$ cat src/rtl/ahb_pkg.sv
// rtl/ahb_pkg.sv - AHB-Lite transfer types and slave state encoding
package ahb_pkg;

  typedef enum logic [1:0] {
    TRANS_IDLE   = 2'b00,
    TRANS_BUSY   = 2'b01,
    TRANS_NONSEQ = 2'b10,
    TRANS_SEQ    = 2'b11
  } htrans_t;

  localparam logic [2:0] SIZE_BYTE = 3'd0;
  localparam logic [2:0] SIZE_HALF = 3'd1;
  localparam logic [2:0] SIZE_WORD = 3'd2;

  typedef enum logic [1:0] {
    RESP_OKAY  = 2'b00,
    RESP_ERROR = 2'b01
  } hresp_t;

  typedef enum logic [2:0] {
    ST_IDLE,
    ST_WAIT,
    ST_DATA,
    ST_ERR1,
    ST_ERR2
  } slave_state_t;

  // Unsupported sizes and misaligned or out-of-range accesses are rejected.
  function automatic logic access_error(input logic in_range, input logic [2:0] size,
                                        input logic [1:0] lsb);
    case (size)
      SIZE_BYTE: return !in_range;
      SIZE_HALF: return !in_range || lsb[0];
      SIZE_WORD: return !in_range || (lsb != 2'b00);
      default:   return 1'b1;
    endcase
  endfunction

endpackage

$ cat src/rtl/ahb_wait_slave_if.sv
// rtl/ahb_wait_slave_if.sv - AHB-Lite slave port bundle
interface ahb_wait_slave_if #(
  parameter int ADDR_W = 32
);
  logic              HSEL;
  logic [ADDR_W-1:0] HADDR;
  logic [1:0]        HTRANS;
  logic              HWRITE;
  logic [2:0]        HSIZE;
  logic              HREADYIN;
  logic [31:0]       HWDATA;
  logic [3:0]        HWSTRB;
  logic [31:0]       HRDATA;
  logic              HREADYOUT;
  logic [1:0]        HRESP;

  modport slave (
    input  HSEL, HADDR, HTRANS, HWRITE, HSIZE, HREADYIN, HWDATA, HWSTRB,
    output HRDATA, HREADYOUT, HRESP
  );

  modport master (
    output HSEL, HADDR, HTRANS, HWRITE, HSIZE, HREADYIN, HWDATA, HWSTRB,
    input  HRDATA, HREADYOUT, HRESP
  );
endinterface

$ cat src/rtl/ahb_strb_mem.sv
// rtl/ahb_strb_mem.sv - byte array with strobed word write and combinational word read
module ahb_strb_mem #(
  parameter int DEPTH  = 256,
  parameter int WORD_W = 6
) (
  input  logic              clk,
  input  logic              we,
  input  logic [WORD_W-1:0] word,
  input  logic [31:0]       wdata,
  input  logic [3:0]        strb,
  output logic [31:0]       rdata
);
  logic [7:0] mem [DEPTH];

  always_ff @(posedge clk) begin
    if (we) begin
      for (int c = 0; c < 4; c++) begin
        if (strb[c]) mem[{word, 2'(c)}] <= wdata[8*c +: 8];
      end
    end
  end

  assign rdata = {mem[{word, 2'd3}], mem[{word, 2'd2}], mem[{word, 2'd1}], mem[{word, 2'd0}]};

endmodule

$ cat src/rtl/ahb_wait_slave.sv
// rtl/ahb_wait_slave.sv - AHB-Lite memory slave with programmable wait states
// and two-cycle ERROR responses.
module ahb_wait_slave
  import ahb_pkg::*;
#(
  parameter int MEM_DEPTH = 256,
  parameter int ADDR_W    = 32
) (
  input  logic                  clk,
  input  logic                  rst,
  input  logic [2:0]            wait_cfg,
  ahb_wait_slave_if.slave       bus
);
  localparam int AW = $clog2(MEM_DEPTH);
  localparam int WW = (AW > 2) ? AW - 2 : 1;

  slave_state_t  state;
  logic [2:0]    wait_cnt;
  logic [WW-1:0] word_q;
  logic          write_q;
  logic          accept;
  logic          in_range;
  logic          err;
  logic [31:0]   rd_word;

  assign accept   = bus.HSEL & bus.HREADYIN &
                    ((bus.HTRANS == TRANS_NONSEQ) | (bus.HTRANS == TRANS_SEQ));
  assign in_range = bus.HADDR < ADDR_W'(MEM_DEPTH);
  assign err      = access_error(in_range, bus.HSIZE, bus.HADDR[1:0]);

  always_ff @(posedge clk or posedge rst) begin
    if (rst) begin
      state    <= ST_IDLE;
      wait_cnt <= '0;
      word_q   <= '0;
      write_q  <= 1'b0;
    end else begin
      case (state)
        ST_WAIT: begin
          wait_cnt <= wait_cnt - 3'd1;
          if (wait_cnt == 3'd1) state <= ST_DATA;
        end
        ST_ERR1: state <= ST_ERR2;
        // IDLE, DATA and ERR2 all present HREADYOUT=1, so each can take a new address phase.
        default: begin
          if (accept) begin
            word_q   <= WW'(bus.HADDR[ADDR_W-1:2]);
            write_q  <= bus.HWRITE;
            wait_cnt <= wait_cfg;
            if (err)                  state <= ST_ERR1;
            else if (wait_cfg != 3'd0) state <= ST_WAIT;
            else                       state <= ST_DATA;
          end else begin
            state <= ST_IDLE;
          end
        end
      endcase
    end
  end

  ahb_strb_mem #(
    .DEPTH  (MEM_DEPTH),
    .WORD_W (WW)
  ) u_mem (
    .clk   (clk),
    .we    ((state == ST_DATA) && write_q),
    .word  (word_q),
    .wdata (bus.HWDATA),
    .strb  (bus.HWSTRB),
    .rdata (rd_word)
  );

  assign bus.HREADYOUT = !((state == ST_WAIT) || (state == ST_ERR1));
  assign bus.HRESP     = ((state == ST_ERR1) || (state == ST_ERR2)) ? RESP_ERROR : RESP_OKAY;
  assign bus.HRDATA    = (state == ST_DATA) ? rd_word : 32'h0;

endmodule

$ cat src/flat_wrapper.sv
// flat-port wrapper written by rule: the top's interface ports become plain ports
module ahb_wait_slave_flat import ahb_pkg::*;
#(
  parameter int MEM_DEPTH = 256,
  parameter int ADDR_W    = 32
)
  (clk, rst, wait_cfg, bus_HSEL, bus_HADDR, bus_HTRANS, bus_HWRITE, bus_HSIZE, bus_HREADYIN, bus_HWDATA, bus_HWSTRB, bus_HRDATA, bus_HREADYOUT, bus_HRESP);
  ahb_wait_slave_if #(.ADDR_W(ADDR_W)) bus_i ();
  input  logic clk;
  input  logic rst;
  input  logic [2:0] wait_cfg;
  input wire logic [$bits(bus_i.HSEL)-1:0] bus_HSEL;
  input wire logic [$bits(bus_i.HADDR)-1:0] bus_HADDR;
  input wire logic [$bits(bus_i.HTRANS)-1:0] bus_HTRANS;
  input wire logic [$bits(bus_i.HWRITE)-1:0] bus_HWRITE;
  input wire logic [$bits(bus_i.HSIZE)-1:0] bus_HSIZE;
  input wire logic [$bits(bus_i.HREADYIN)-1:0] bus_HREADYIN;
  input wire logic [$bits(bus_i.HWDATA)-1:0] bus_HWDATA;
  input wire logic [$bits(bus_i.HWSTRB)-1:0] bus_HWSTRB;
  output wire logic [$bits(bus_i.HRDATA)-1:0] bus_HRDATA;
  output wire logic [$bits(bus_i.HREADYOUT)-1:0] bus_HREADYOUT;
  output wire logic [$bits(bus_i.HRESP)-1:0] bus_HRESP;
  assign bus_i.HSEL = bus_HSEL;
  assign bus_i.HADDR = bus_HADDR;
  assign bus_i.HTRANS = bus_HTRANS;
  assign bus_i.HWRITE = bus_HWRITE;
  assign bus_i.HSIZE = bus_HSIZE;
  assign bus_i.HREADYIN = bus_HREADYIN;
  assign bus_i.HWDATA = bus_HWDATA;
  assign bus_i.HWSTRB = bus_HWSTRB;
  assign bus_HRDATA = bus_i.HRDATA;
  assign bus_HREADYOUT = bus_i.HREADYOUT;
  assign bus_HRESP = bus_i.HRESP;
  ahb_wait_slave #(.MEM_DEPTH(MEM_DEPTH), .ADDR_W(ADDR_W)) u_core (.clk(clk), .rst(rst), .wait_cfg(wait_cfg), .bus(bus_i));
endmodule
$ cat config.mk
export PLATFORM = sky130hd
export DESIGN_NAME = ahb_wait_slave_flat
export DESIGN_NICKNAME = d
export VERILOG_FILES = /design/src/rtl/ahb_pkg.sv /design/src/rtl/ahb_wait_slave_if.sv /design/src/rtl/ahb_strb_mem.sv /design/src/rtl/ahb_wait_slave.sv /design/src/flat_wrapper.sv
export SDC_FILE = /design/constraint.sdc
export NUM_CORES = 2
export LEC_CHECK = 0
export BUFFER_PORTS_ARGS = -buffer_cell sky130_fd_sc_hd__buf_2
export CAP_MARGIN = 20
export CORE_MARGIN = 2
export CORE_UTILIZATION = 45
export CTS_CLUSTER_SIZE = 10
export DETAILED_ROUTE_END_ITERATION = 8
export MAX_ROUTING_LAYER = met4
export PLACE_DENSITY = 0.61
export SLEW_MARGIN = 20
export SYNTH_ARGS = -nofsm -noshare
export SYNTH_HDL_FRONTEND = slang
export SYNTH_SLANG_ARGS = --single-unit
$ cat constraint.sdc
create_clock -name clk -period 4.56 [get_ports clk]
set_input_delay 0.228 -clock clk [delete_from_list [all_inputs] [get_ports clk]]
set_output_delay 0.228 -clock clk [all_outputs]
set_load 0.01 [all_outputs]
# Word-level counts from Yosys, hierarchy flattened
# Memories as Yosys holds them, arrays and structs flattened.
# Index checks and enable logic that the tools add are counted.
# classes
bitwise_logic	5
reduce_logical	14
eq_ne	10
n_mux	22
n_lt_le_gt_ge	1
addsub	1
# ops
cell	n
less-than comparator 32 x 9 -> 1 bit, second input constant	1
2-to-1 mux 32 bit	1
2-to-1 mux 1 bit	13
2-to-1 mux 3 bit	4
case mux 3 bit (2 select lines)	2
== test 3 x 1 -> 1 bit, second input constant	3
== test 3 x 2 -> 1 bit, second input constant	3
== test 2 bit, second input constant	2
logical OR 1 bit	4
AND reduction 2 bit	2
nonzero test 2 bit	2
== test 3 bit, second input constant	1
logical NOT 3 bit	1
case mux 1 bit (3 select lines)	1
nonzero test 3 bit	1
subtractor 3 x 1 -> 3 bit, second input constant	1
AND 1 bit	2
logical NOT 1 bit	2
2-to-1 mux 2 bit	1
!= test 2 x 1 -> 1 bit, second input constant	1
NOT 1 bit	2
OR reduction 2 bit	1
logical AND 1 bit	1
bitwise OR 1 bit	1
# word_totals
memories	1
out_inout_bits	35
ramBits	2048
ff_bits	13
in_bits	81
elab_cells	58
# memory_table
memory	words	width	rd	rd_ports_with_merged_regs	wr	line	rtl
u_core.u_mem.mem	256	8	4	0	4	ahb_strb_mem.sv:13	logic [7:0] mem [DEPTH];

# Longest topological paths before layout
# logic_depth
depth_word	7
mapped_depth	10
ltp_nobuf	5

# Hierarchy
# From an unflattened synthesis, not the netlist that was laid out.
# unflattened
cells_unflattened	4719
area_unflattened_um2	79383.6
# by_module_without_submodules
module	area_each_um2	cells_per_inst	n_inst
ahb_strb_mem	78407.7	4614	1
ahb_wait_slave	975.9	105	1

# Worst setup path before layout
# Ideal clock, no wire load.
# synth_path
path_kind	register to register
from	reg u_core.word_q[4]
to	mem u_core.u_mem.mem[96][0], in the netlist u_core.u_mem.mem[24][0] (enable)
stages_incl_launch_ff	8
arrival_time_ps	1918
setup_time_ps	370
path_slack_ps	2272
path_buffers	3
synth_period_minus_slack_ps	2288
path_cell_list	dfrtp_1 -> clkbuf_1 -> nand2_1 -> nor2_1 -> clkbuf_1 -> clkbuf_1 -> nand2_1 -> nor2_1
# synth_lines
element	line	rtl
start, declared	ahb_wait_slave.sv:19	logic [WW-1:0] word_q;
start signal, assigned	ahb_wait_slave.sv:47	word_q <= WW'(bus.HADDR[ADDR_W-1:2]);
end, declared	ahb_strb_mem.sv:13	

# Worst setup path in the final report
# layout_path
from	reg u_core.word_q[1]
to	out bus_HRDATA[17]
# layout_via
elab_chain_cells	2
# layout_rtl
element	line	rtl
memory read (256 x 8 bit)	--	
2-to-1 mux 32 bit	ahb_wait_slave.sv:75	assign bus.HRDATA = (state == ST_DATA) ? rd_word : 32'h0;
end, declared	flat_wrapper.sv:20	output wire logic [$bits(bus_i.HRDATA)-1:0] bus_HRDATA;
# Every way passes these cells.

==> run metrics <==
global-route wire length before repair=about 340 mm; initial antenna violation count=15; PnR worst setup slack=60.5 ps; r2r setup slk=830 ps; drt first pass iters=7; Synth area leader=edfxtp_1; clk_lat worst skew=870 ps; final wirelength=between 200 and 250 mm; Top FF cell, synth=edfxtp_1; share of the synthesized area in the top cell type=75.4%; combinational share of power=29.7%; CTS Sinks=2061; all-layer global routing usage=26.7%; min Tclk post-route=4500 ps; core area=180000 um2; CTS buffer count=between 200 and 250; Slowest cell on crit path=dfrtp_4; antenna-violating nets left=0; register area share after synthesis=75.8%; critical path fanouts, max=between 40 and 50; Slew Limit Fails=0; Pwr Density=between 500 and 600 nW/um2; critical path capture point type=output pin; Yosys warnings=0; CP Class=flip-flop to output pin; Net Count, Synth=between 4000 and 5000; Worst Skew=between 30 and 40 ps; crit-path leading delay family=compound AO/OA/AOI/OAI gates; Worst Tran Pin Value=around 1200 ps; CP Depth=7; number of global-route vias before repair=46784; total gr overflow=0; largest net degree at the start of global routing=between 100 and 150; switching power=0.0172 W; worst reg2reg path startpoint=u_core.word_q[1]; Min-Delay Path Class=input pin to flip-flop; CTS tree=built; initial core utilization=between 40% and 50%; Achievable Freq=~220 MHz; final setup fails=0; register share of total power=40.4%; DRT iter0 DRCs=approximately 6300; Hold Vio Cnt, Final=0; Die Ht=approximately 430 um; H-tree depth=4; IO Count=~120; drt wl/cell=about 32 um; drc violations=0; Required @ worst endpoint=~4300 ps; worst path cell trace=buf_4 -> a21boi_0 -> a211oi_1 -> o31a_1 -> nor4_1 -> a31oi_1 -> buf_2; reg2reg end=u_core.u_mem.mem[1][1]; CTS clk-pin slew, worst paths=60 ps; number of synthesized flops with an enable pin=between 2000 and 2500; Final nets=around 5200; setup tns final=0 ps; crit path from=u_core.word_q[1]; proportion of layout cells with a drive suffix above 1=approximately 17%; cells on worst reg2reg path=4; status=finished, final reports clean; Die W=between 400 and 500 um; PortBufs=between 100 and 150; IR drop worst, VDD=546 uV; DP Cell Count=~7200; synthesis-to-finish area growth=14.0%; top post-synthesis cells by area=edfxtp_1 (75%), a221oi_1 (5.0%), mux2i_1 (2.7%), mux4_2 (1.8%), and3b_1 (1.3%); DR vias/cell=6.43; clock power share=roughly 30%; max cap viols=0; Lkg Pwr=a little under 30 nW; internal power=roughly 0.035 W; Tcrit/Tclk final=98.7%; Worst Setup Start Kind=flip-flop; #FFs+latches synth=approximately 2000; Rows=156; max_slew headroom=a little over a fifth; Mapped Cells=roughly 4800; CTS Buffer Depth=3; Crit path buffers/inverters=2; DP HPWL=145 mm; max incr delay on CP=between 800 and 900 ps; sw frac=32.8%; Critical Path Sink=bus_HRDATA[17]; root buf cell=clkbuf_16; RePlAce Congestion=around 0.88; Unique masters post-synth=slightly below 60; full die area=~180000 um2; Hold Path Cell Cnt=2; Finished Layout Cells=around 7500; FFs w/ async S/R, synth=0.631%; Arr. time, crit path=4270 ps; Placement Setup Slack=between 600 and 700 ps; vias post-DR=48421; RSZ-0062 raised after global routing=false; Mapped Area=roughly 82000 um2; syn avg cell area=between 15 and 20 um2
==> worst min-delay path by stage <==
stage / start / endpoint / slack (ps)
after floorplan: rst / u_core.state[0] / 100
after global placement: rst / u_core.write_q / 290
after detailed placement: rst / u_core.write_q / 290
after CTS: bus_HWDATA[9] / u_core.u_mem.mem[24][9] / 4
after global routing: bus_HWDATA[9] / u_core.u_mem.mem[24][9] / 50
final: bus_HWDATA[28] / u_core.u_mem.mem[28][28] / 40
==> layout make-up <==
| cell class | instances | area [um2] |
|---|---|---|
| timing repair buffer | 506 | 4110 |
| antenna | 7 | 17.5 |
| fill | 14551 | 87400 |
| sequential | 2061 | 61800 |
| clock inverter | 12 | 161 |
| tap | 2370 | 2970 |
| inverter | 7 | 38.8 |
| clock buffer | 248 | 5820 |
| multi-input combinational | 2325 | 18000 |
==> metrics by stage <==
step           power [W]  hold slack [ps]  util [%]  area (um2)
2_1_floorplan     0.0307              105         -       81500
3_3_place_gp      0.0367              292      47.9       86400
3_5_place_dp      0.0369              292      47.9       86400
4_1_cts           0.0524             3.78      51.5       92800
5_1_grt           0.0541             52.1      51.5       92900
6_report          0.0525             40.9      51.5       92900
==> synth_stat cells (28+ instances only) <==
library cell / number
edfxtp_1: 2048
a221oi_1: 468
nor2_1: 268
clkbuf_1: 257
mux2i_1: 216
nand2_1: 153
a21oi_1: 147
o22ai_1: 134
and3b_1: 117
nand3b_1: 117
a22oi_1: 82
buf_2: 78
o21ai_0: 70
mux4_2: 66
nand2b_1: 61
a211oi_1: 60
o31a_1: 57
a32o_1: 56
a31oi_1: 41
mux2_2: 38
buf_1: 36
nor4_1: 34
a21boi_0: 28
==> layer usage <==
metal / routed length [um] / vias to the layer above / global-route usage (%)
met2: 113000 / 2667 / 40.6
met5: 0 / - / -
met1: 95400 / 24985 / 35.1
met4: 11700 / 0 / 12.0
li1: - / 20328 / -
met3: 22500 / 441 / 4.96
==> layout by cell type (no fill, tap or decap), types with 38 or more instances in the layout <==
cell and count:
a21oi_1 147, o22ai_1 134, a31oi_1 41, and3b_1 116, clkbuf_16 230, buf_2 106, o31a_1 57, o21ai_0 70
mux2i_1 216, a32o_1 56, buf_4 317, a211oi_1 60, a22oi_1 82, nor2_1 262, mux4_2 66, dlygate4sd3_1 45
nand3b_1 117, mux2_2 38, a221oi_1 468, nand2b_1 61, edfxtp_1 2048, nand2_1 153
==> flip-flops by register name (all words and copies together) (netlist names) <==
name	count
u_core.wait_cnt	3
u_core.state	3
u_core.word_q	6
u_core.write_q	1
u_core.u_mem.mem	2048
==> timing repair <==
item | 4_1_cts | 5_1_grt
hold buffers | 38 | 7
endpoints found under the hold margin | 97 | 363
resized for setup | 5 | 3
buffers inserted | 0 | 2
endpoints found under the setup margin | 4 | 4
pin swaps | 0 | 0
==> worst reg2reg max path, stage by stage (launching register included) <==
cell and delay (ps):
dfrtp_4 710, nor3b_2 780, buf_4 270, nand2_1 600
nor2_1 980
==> power groups by stage <==
| stage | registers [W] | clock network (W) | logic (W) |
|---|---|---|---|
| 2_1_floorplan | 0.0213 | 0 | 0.00939 |
| 3_3_place_gp | 0.0216 | 0 | 0.0152 |
| 3_5_place_dp | 0.0216 | 0 | 0.0153 |
| 4_1_cts | 0.0212 | 0.0158 | 0.0154 |
| 5_1_grt | 0.0212 | 0.0165 | 0.0164 |
| 6_report | 0.0212 | 0.0157 | 0.0156 |
==> cells by family (layout without fill, tap and decap cells) <==
kind of cell | after synthesis | in the layout | share of synthesized area, %
adder cells (fa/ha/maj) | 2 | 2 | 0.0307
AO/OA/AOI/OAI | 1165 | 1165 | 10.8
multiplexers | 354 | 354 | 5.59
other | 1 | 8 | 0.00460
flip-flops | 2061 | 2061 | 75.8
AND/OR/NAND/NOR | 803 | 803 | 5.44
buffers and inverters | 416 | 773 | 2.27
No activity file was read; power rests on OpenSTA's default activity.
